$ cat src/rtl/cb_param_pkg.sv
// ============================================================================
// Module   : cb_param_pkg
// Brief    : Shared sizing functions, loader state encoding and frame index helpers
// Revision : 1.0
// ============================================================================
`default_nettype none

package cb_param_pkg;

    typedef enum logic [1:0] {
        LD_IDLE   = 2'd0,
        LD_SHIFT  = 2'd1,
        LD_COMMIT = 2'd2,
        LD_ERROR  = 2'd3
    } ld_state_t;

    function automatic int sel_w(input int n_in, input int w);
        return $clog2(n_in * w + 1);
    endfunction

    function automatic int cfg_bits(input int n_in, input int n_out, input int w);
        return n_out * w * sel_w(n_in, w) + n_out;
    endfunction

    // LSB of the select field that drives flattened output bit j
    function automatic int sel_lsb(input int j, input int sw);
        return j * sw;
    endfunction

    function automatic int reg_idx(input int p, input int n_out, input int w, input int sw);
        return n_out * w * sw + p;
    endfunction

endpackage

`default_nettype wire

$ cat src/rtl/cb_param_loader_if.sv
// ============================================================================
// Module   : cb_param_loader_if
// Brief    : Configuration chain, status and routing buses of the connection box
// Revision : 1.0
// ============================================================================
`default_nettype none

interface cb_param_loader_if #(
    parameter int N_IN  = 4,
    parameter int N_OUT = 4,
    parameter int W     = 4
);
    logic                 prog_en;
    logic                 prog_in;
    logic                 prog_out;
    logic [N_IN*W-1:0]    in_bus;
    logic [N_OUT*W-1:0]   out_bus;
    logic                 cfg_valid;
    logic                 cfg_err;
    logic                 cfg_busy;

    modport master (
        output prog_en, prog_in, in_bus,
        input  prog_out, out_bus, cfg_valid, cfg_err, cfg_busy
    );

    modport slave (
        input  prog_en, prog_in, in_bus,
        output prog_out, out_bus, cfg_valid, cfg_err, cfg_busy
    );
endinterface

`default_nettype wire

$ cat src/rtl/cb_cfg_loader.sv
// ============================================================================
// Module   : cb_cfg_loader
// Brief    : Double-buffered serial frame loader with exact-length atomic commit
// Revision : 1.0
// ============================================================================
`default_nettype none

module cb_cfg_loader
    import cb_param_pkg::*;
#(
    parameter  int N_IN       = 4,
    parameter  int N_OUT      = 4,
    parameter  int W          = 4,
    localparam int c_CFG_BITS = cfg_bits(N_IN, N_OUT, W)
) (
    input  logic                  clb_clk,
    input  logic                  rst_n,
    input  logic                  prog_en,
    input  logic                  prog_in,
    output logic                  prog_out,
    output logic                  cfg_valid,
    output logic                  cfg_err,
    output logic                  cfg_busy,
    output logic [c_CFG_BITS-1:0] active_cfg
);
    localparam int                 c_CNT_W    = $clog2(c_CFG_BITS + 2);
    localparam logic [c_CNT_W-1:0] c_CNT_FULL = c_CNT_W'(c_CFG_BITS);
    localparam logic [c_CNT_W-1:0] c_CNT_SAT  = c_CNT_W'(c_CFG_BITS + 1);

    ld_state_t               r_state;
    ld_state_t               w_next_state;
    logic [c_CFG_BITS-1:0]   r_shadow;
    logic [c_CFG_BITS-1:0]   r_active;
    logic [c_CNT_W-1:0]      r_count;
    logic                    r_prog_out;
    logic                    r_valid;
    logic                    r_err;
    logic                    w_start;
    logic                    w_shift;
    logic                    w_commit;
    logic                    w_error;
    logic                    w_busy;

    always_ff @(posedge clb_clk) begin
        if (!rst_n) r_state <= LD_IDLE;
        else        r_state <= w_next_state;
    end

    always_comb begin
        w_next_state = r_state;
        case (r_state)
            LD_IDLE:   if (prog_en) w_next_state = LD_SHIFT;
            LD_SHIFT:  if (!prog_en) w_next_state = (r_count == c_CNT_FULL) ? LD_COMMIT : LD_ERROR;
            LD_COMMIT: w_next_state = LD_IDLE;
            LD_ERROR:  w_next_state = LD_IDLE;
            default:   w_next_state = LD_IDLE;
        endcase
    end

    // prog_en is deliberately ignored in COMMIT/ERROR so a frame never straddles a commit
    always_comb begin
        w_start  = (r_state == LD_IDLE) && prog_en;
        w_shift  = prog_en && ((r_state == LD_IDLE) || (r_state == LD_SHIFT));
        w_commit = (r_state == LD_COMMIT);
        w_error  = (r_state == LD_ERROR);
        w_busy   = (r_state != LD_IDLE);
    end

    always_ff @(posedge clb_clk) begin
        if (!rst_n) begin
            r_shadow   <= '0;
            r_active   <= '0;
            r_count    <= '0;
            r_prog_out <= 1'b0;
            r_valid    <= 1'b0;
            r_err      <= 1'b0;
        end else begin
            if (w_shift) begin
                r_shadow   <= {prog_in, r_shadow[c_CFG_BITS-1:1]};
                r_prog_out <= r_shadow[0];
            end
            if (w_start) begin
                r_count <= c_CNT_W'(1);
                r_err   <= 1'b0;
            end else if (w_shift && (r_count != c_CNT_SAT)) begin
                r_count <= r_count + 1'b1;
            end
            if (w_commit) begin
                r_active <= r_shadow;
                r_valid  <= 1'b1;
            end
            if (w_error) r_err <= 1'b1;
        end
    end

    assign prog_out   = r_prog_out;
    assign cfg_valid  = r_valid;
    assign cfg_err    = r_err;
    assign cfg_busy   = w_busy;
    assign active_cfg = r_active;

endmodule

`default_nettype wire

$ cat src/rtl/cb_param_loader.sv
// ============================================================================
// Module   : cb_param_loader
// Brief    : Bit-level connection box, optional per-channel output registers
// Revision : 1.0
// ============================================================================
`default_nettype none

module cb_param_loader
    import cb_param_pkg::*;
#(
    parameter int N_IN  = 4,
    parameter int N_OUT = 4,
    parameter int W     = 4
) (
    input  logic              clb_clk,
    input  logic              rst_n,
    cb_param_loader_if.slave  bus
);
    localparam int c_SRC      = N_IN * W;
    localparam int c_SEL_W    = sel_w(N_IN, W);
    localparam int c_CFG_BITS = cfg_bits(N_IN, N_OUT, W);
    localparam int c_EXT      = 1 << c_SEL_W;

    logic [c_CFG_BITS-1:0] w_active;
    logic [c_EXT-1:0]      w_src_ext;
    logic [N_OUT*W-1:0]    w_mux;
    logic [N_OUT*W-1:0]    w_out;
    logic                  w_valid;

    // Zero-padding to the full select range makes out-of-range selects read 0
    assign w_src_ext = {{(c_EXT - c_SRC){1'b0}}, bus.in_bus};

    cb_cfg_loader #(
        .N_IN  (N_IN),
        .N_OUT (N_OUT),
        .W     (W)
    ) u_loader (
        .clb_clk    (clb_clk),
        .rst_n      (rst_n),
        .prog_en    (bus.prog_en),
        .prog_in    (bus.prog_in),
        .prog_out   (bus.prog_out),
        .cfg_valid  (w_valid),
        .cfg_err    (bus.cfg_err),
        .cfg_busy   (bus.cfg_busy),
        .active_cfg (w_active)
    );

    generate
        for (genvar p = 0; p < N_OUT; p++) begin : g_chan
            logic [W-1:0] r_q;

            for (genvar b = 0; b < W; b++) begin : g_bit
                localparam int c_J = p * W + b;
                logic [c_SEL_W-1:0] w_sel;
                assign w_sel      = w_active[sel_lsb(c_J, c_SEL_W) +: c_SEL_W];
                assign w_mux[c_J] = w_src_ext[w_sel];
            end

            always_ff @(posedge clb_clk) begin
                if (!rst_n) r_q <= '0;
                else        r_q <= w_mux[p*W +: W];
            end

            assign w_out[p*W +: W] = !w_valid ? '0 :
                                     w_active[reg_idx(p, N_OUT, W, c_SEL_W)] ? r_q :
                                     w_mux[p*W +: W];
        end
    endgenerate

    assign bus.out_bus   = w_out;
    assign bus.cfg_valid = w_valid;

endmodule

`default_nettype wire

$ cat src/flat_wrapper.sv
// flat-port wrapper written by rule: the top's interface ports become plain ports
module cb_param_loader_flat import cb_param_pkg::*;
#(
    parameter int N_IN  = 4,
    parameter int N_OUT = 4,
    parameter int W     = 4
)
  (clb_clk, rst_n, bus_prog_en, bus_prog_in, bus_in_bus, bus_prog_out, bus_out_bus, bus_cfg_valid, bus_cfg_err, bus_cfg_busy);
  cb_param_loader_if #(.N_IN(N_IN), .N_OUT(N_OUT), .W(W)) bus_i ();
  input  logic clb_clk;
  input  logic rst_n;
  input wire logic [$bits(bus_i.prog_en)-1:0] bus_prog_en;
  input wire logic [$bits(bus_i.prog_in)-1:0] bus_prog_in;
  input wire logic [$bits(bus_i.in_bus)-1:0] bus_in_bus;
  output wire logic [$bits(bus_i.prog_out)-1:0] bus_prog_out;
  output wire logic [$bits(bus_i.out_bus)-1:0] bus_out_bus;
  output wire logic [$bits(bus_i.cfg_valid)-1:0] bus_cfg_valid;
  output wire logic [$bits(bus_i.cfg_err)-1:0] bus_cfg_err;
  output wire logic [$bits(bus_i.cfg_busy)-1:0] bus_cfg_busy;
  assign bus_i.prog_en = bus_prog_en;
  assign bus_i.prog_in = bus_prog_in;
  assign bus_i.in_bus = bus_in_bus;
  assign bus_prog_out = bus_i.prog_out;
  assign bus_out_bus = bus_i.out_bus;
  assign bus_cfg_valid = bus_i.cfg_valid;
  assign bus_cfg_err = bus_i.cfg_err;
  assign bus_cfg_busy = bus_i.cfg_busy;
  cb_param_loader #(.N_IN(N_IN), .N_OUT(N_OUT), .W(W)) u_core (.clb_clk(clb_clk), .rst_n(rst_n), .bus(bus_i));
endmodule
$ cat config.mk
export PLATFORM = sky130hd
export DESIGN_NAME = cb_param_loader_flat
export DESIGN_NICKNAME = d
export VERILOG_FILES = /design/src/rtl/cb_param_pkg.sv /design/src/rtl/cb_param_loader_if.sv /design/src/rtl/cb_cfg_loader.sv /design/src/rtl/cb_param_loader.sv /design/src/flat_wrapper.sv
export SDC_FILE = /design/constraint.sdc
export NUM_CORES = 1
export LEC_CHECK = 0
export CAP_MARGIN = 20
export CORE_ASPECT_RATIO = 1.1
export CORE_MARGIN = 2
export CORE_UTILIZATION = 26
export DETAILED_ROUTE_END_ITERATION = 6
export GPL_TIMING_DRIVEN = 1
export SLEW_MARGIN = 10
export SYNTH_ARGS = -nofsm -noshare
export SYNTH_HDL_FRONTEND = slang
export SYNTH_SLANG_ARGS = --single-unit
$ cat constraint.sdc
create_clock -name clb_clk -period 3.85 [get_ports clb_clk]
set_input_delay 0.77 -clock clb_clk [delete_from_list [all_inputs] [get_ports clb_clk]]
set_output_delay 0.77 -clock clb_clk [all_outputs]
set_load 0.01 [all_outputs]
==> impl_metrics.toml <==
[layout]
antenna_cells = 0
final_cell_mix = "nand2_1 (339), dfxtp_1 (196), a21boi_0 (149)"
finalNetCount = 1145
layout_commonest_cell = "nand2_1"
final_util_pct = 30.4
syn_to_final_growth_pct = 15.5
drive_gt1_share_pct = 10.3

[drt]
first_pass_iters = 5
wirelength_um = 24000
avgRoutedWirePerCell_um = 14.7
drc = 0
num_vias = 7789
ant_nets = 0
viasPerCell = 4.76
initialDrtViolationCount = 500

[die]
rows = 75
die_w_um = 191
core_region_area_um2 = 38000
initial_core_util_pct = 26.3
dieArea_um2 = 40000
boundaryPins = 40
fp.dieH_um = 210

[clock_tree]
ctsResizeCount = 0
clockBufferDepth = 2
ctsHoldBuffers = 0
tritoncts = "done"
root_buffer = "clkbuf_16"
cts_buffers = 17
clk_pin_slew_ns = 0.08
cts_sinks = 196
insertion_delay_ns = 0.45
htreeDepth = 4
post_cts_buffers = 0

[hold_path]
min_path_type = "flop to flop"
whs_endpoint = "u_core.u_loader.active_cfg[27]$_SDFFE_PN0N_"
hold_path_depth = 2
min_from = "u_core.u_loader.r_shadow[27]$_SDFFE_PN0P_"

[placed_design]
portBuffers = 39
gp_congestion = 0.759
dp_hpwl_um = 15600
dp_slack_ns = 0.155

[grt]
grt_max_degree = 143
grt_pass1_wl_um = 39200
gr-total-overflow = 0
grt_pass1_vias = 7475
grt_antenna_before_repair = 0
grtUsageTotal_pct = 12.2

[pwr]
cellPowerDensity_nw_per_um2 = 367
p_leak_nw = 3.52
vdd_drop_max_uv = 297

[worst_setup_path]
rr_worst_depth = 4
endpoint_kind = "output port"
crit-reg2reg-capture = "u_core.u_loader.active_cfg[51]$_SDFFE_PN0N_"
critical_path_class = "input pin to output port"
r2r-start = "u_core.u_loader.r_state[1]$_SDFFE_PN0P_"
r2r_slack_ns = 1.65
crit_required_ns = 3.08
cp-start-kind = "input pin"
worstPathArrival_ns = 2.92
crit_fanout = 16

[timing]
worst_slack_ns = 0.160
hold_viol_final = 0
slew-limit-headroom_pct = 33.4
worst_pin_slew_ns = 0.998
clock.fmax_mhz = 271
slew_viol_final = 0
period_minus_slack_ns = 3.69
tns_ns = 0
rsz0062_at_grt = "no"
setup_viol = 0
period_share_pct = 95.9
final.setup_skew_ns = 0.0156

[yosys]
syn_inst = 1129
syn_avg_cell_area_um2 = 8.85
syn-cell-area_um2 = 9990
yosysSeqAreaShare_pct = 39.3
synth_cell_types = 41
yosys_warnings = 0
syn-num-nets = 1152
synth-seq-cells = 196

[flow_run]
cap_violations = 0

[run_status]
outcome = "completed"
-- per-stage QoR --
step	instance area [µm²]	total power [mW]	hold WS [ns]	cells
final	11500	4.24	0.464	1635
after CTS	11500	4.28	0.469	1635
after floorplan	9990	2.30	0.443	1129
after global placement	10900	2.44	0.453	1603
after detailed placement	10900	2.44	0.461	1603
after global routing	11500	4.39	0.486	1635
-- layout make-up --
type                       instances  area (µm²)
clock buffer                      17         425
fill                            3964       26500
inverter                           6        22.5
sequential                       196        3920
clock inverter                    15         200
multi-input combinational        835        5540
tap                              500         626
timing repair buffer              66         803
-- layer usage --
layer / track usage, % / share of wire (%)
met5: 0 / 0
met4: 3.90 / 1.4
met3: 1.92 / 3.6
met2: 20.4 / 48
met1: 16.0 / 47
-- sequential cells by signal, summed over array words and instances (netlist names) --
signal                      count
u_core.g_chan.r_q              16
u_core.u_loader.active_cfg     84
u_core.u_loader.cfg_err         1
u_core.u_loader.cfg_valid       1
u_core.u_loader.prog_out        1
u_core.u_loader.r_count         7
u_core.u_loader.r_shadow       84
u_core.u_loader.r_state         2
-- worst max-delay path by stage --
| stage | startpoint | to | slack, ns | cells past startpoint |
|---|---|---|---|---|
| after CTS | bus_in_bus[13] | bus_out_bus[5] | 0.15 | 8 |
| after floorplan | bus_in_bus[6] | bus_out_bus[12] | 1.37 | 5 |
| after global placement | bus_in_bus[15] | bus_out_bus[5] | 0.15 | 8 |
| final | bus_in_bus[13] | bus_out_bus[5] | 0.16 | 8 |
| after detailed placement | bus_in_bus[13] | bus_out_bus[5] | 0.15 | 8 |
| after global routing | bus_in_bus[12] | bus_out_bus[1] | 0.07 | 7 |
-- cell usage after synthesis (all sizes together) --
library cell	count	area share (%)
or2	1	0.063
and2b	2	0.15
nand2b	35	2.6
nand3	17	1.1
nand4	2	0.13
nor3b	1	0.075
ha	3	0.38
xnor2	2	0.18
nand3b	1	0.075
clkbuf	32	1.2
and4b	1	0.10
nand2	339	13
and4bb	1	0.13
a311oi	1	0.15
nor2b	16	1.0
dfxtp	196	39
xor2	3	0.26
mux2i	65	6.5
inv	6	0.23
a22oi	32	2.4
a21oi	2	0.10
buf	60	4.1
a31oi	18	1.3
o21ai	17	0.85
nand4b	16	2.0
mux4	32	7.3
a21bo	1	0.10
o21a	3	0.23
nor2	39	1.5
a21boi	185	14
-- power by group --
| group | internal (mW) | switching, mW | total [mW] |
|---|---|---|---|
| clock network | 0.894 | 0.947 | 1.84 |
| logic | 0.156 | 0.189 | 0.345 |
| registers | 2.04 | 0.0106 | 2.05 |
-- critical path, cell delays in order --
cell	delay, ns
clkdlybuf4s50_1	0.51
buf_12	0.17
mux2i_1	0.09
a22oi_1	0.23
nand4b_1	0.14
a31oi_1	0.31
buf_4	0.17
clkdlybuf4s50_1	0.52
-- kinds of logic (layout without fill, tap and decap cells) --
logic type | Yosys count | after routing | share of synthesized area, %
and+or+nand+nor | 471 | 471 | 21.6
AOI/OAI and AO/OA | 259 | 259 | 19.0
DFF | 196 | 196 | 39.3
buffers and inverters | 98 | 104 | 5.50
muxes | 97 | 97 | 13.8
xor gates and xnor gates | 5 | 5 | 0.438
adders and majority gates | 3 | 3 | 0.376
(Power assumes the default switching activity.)
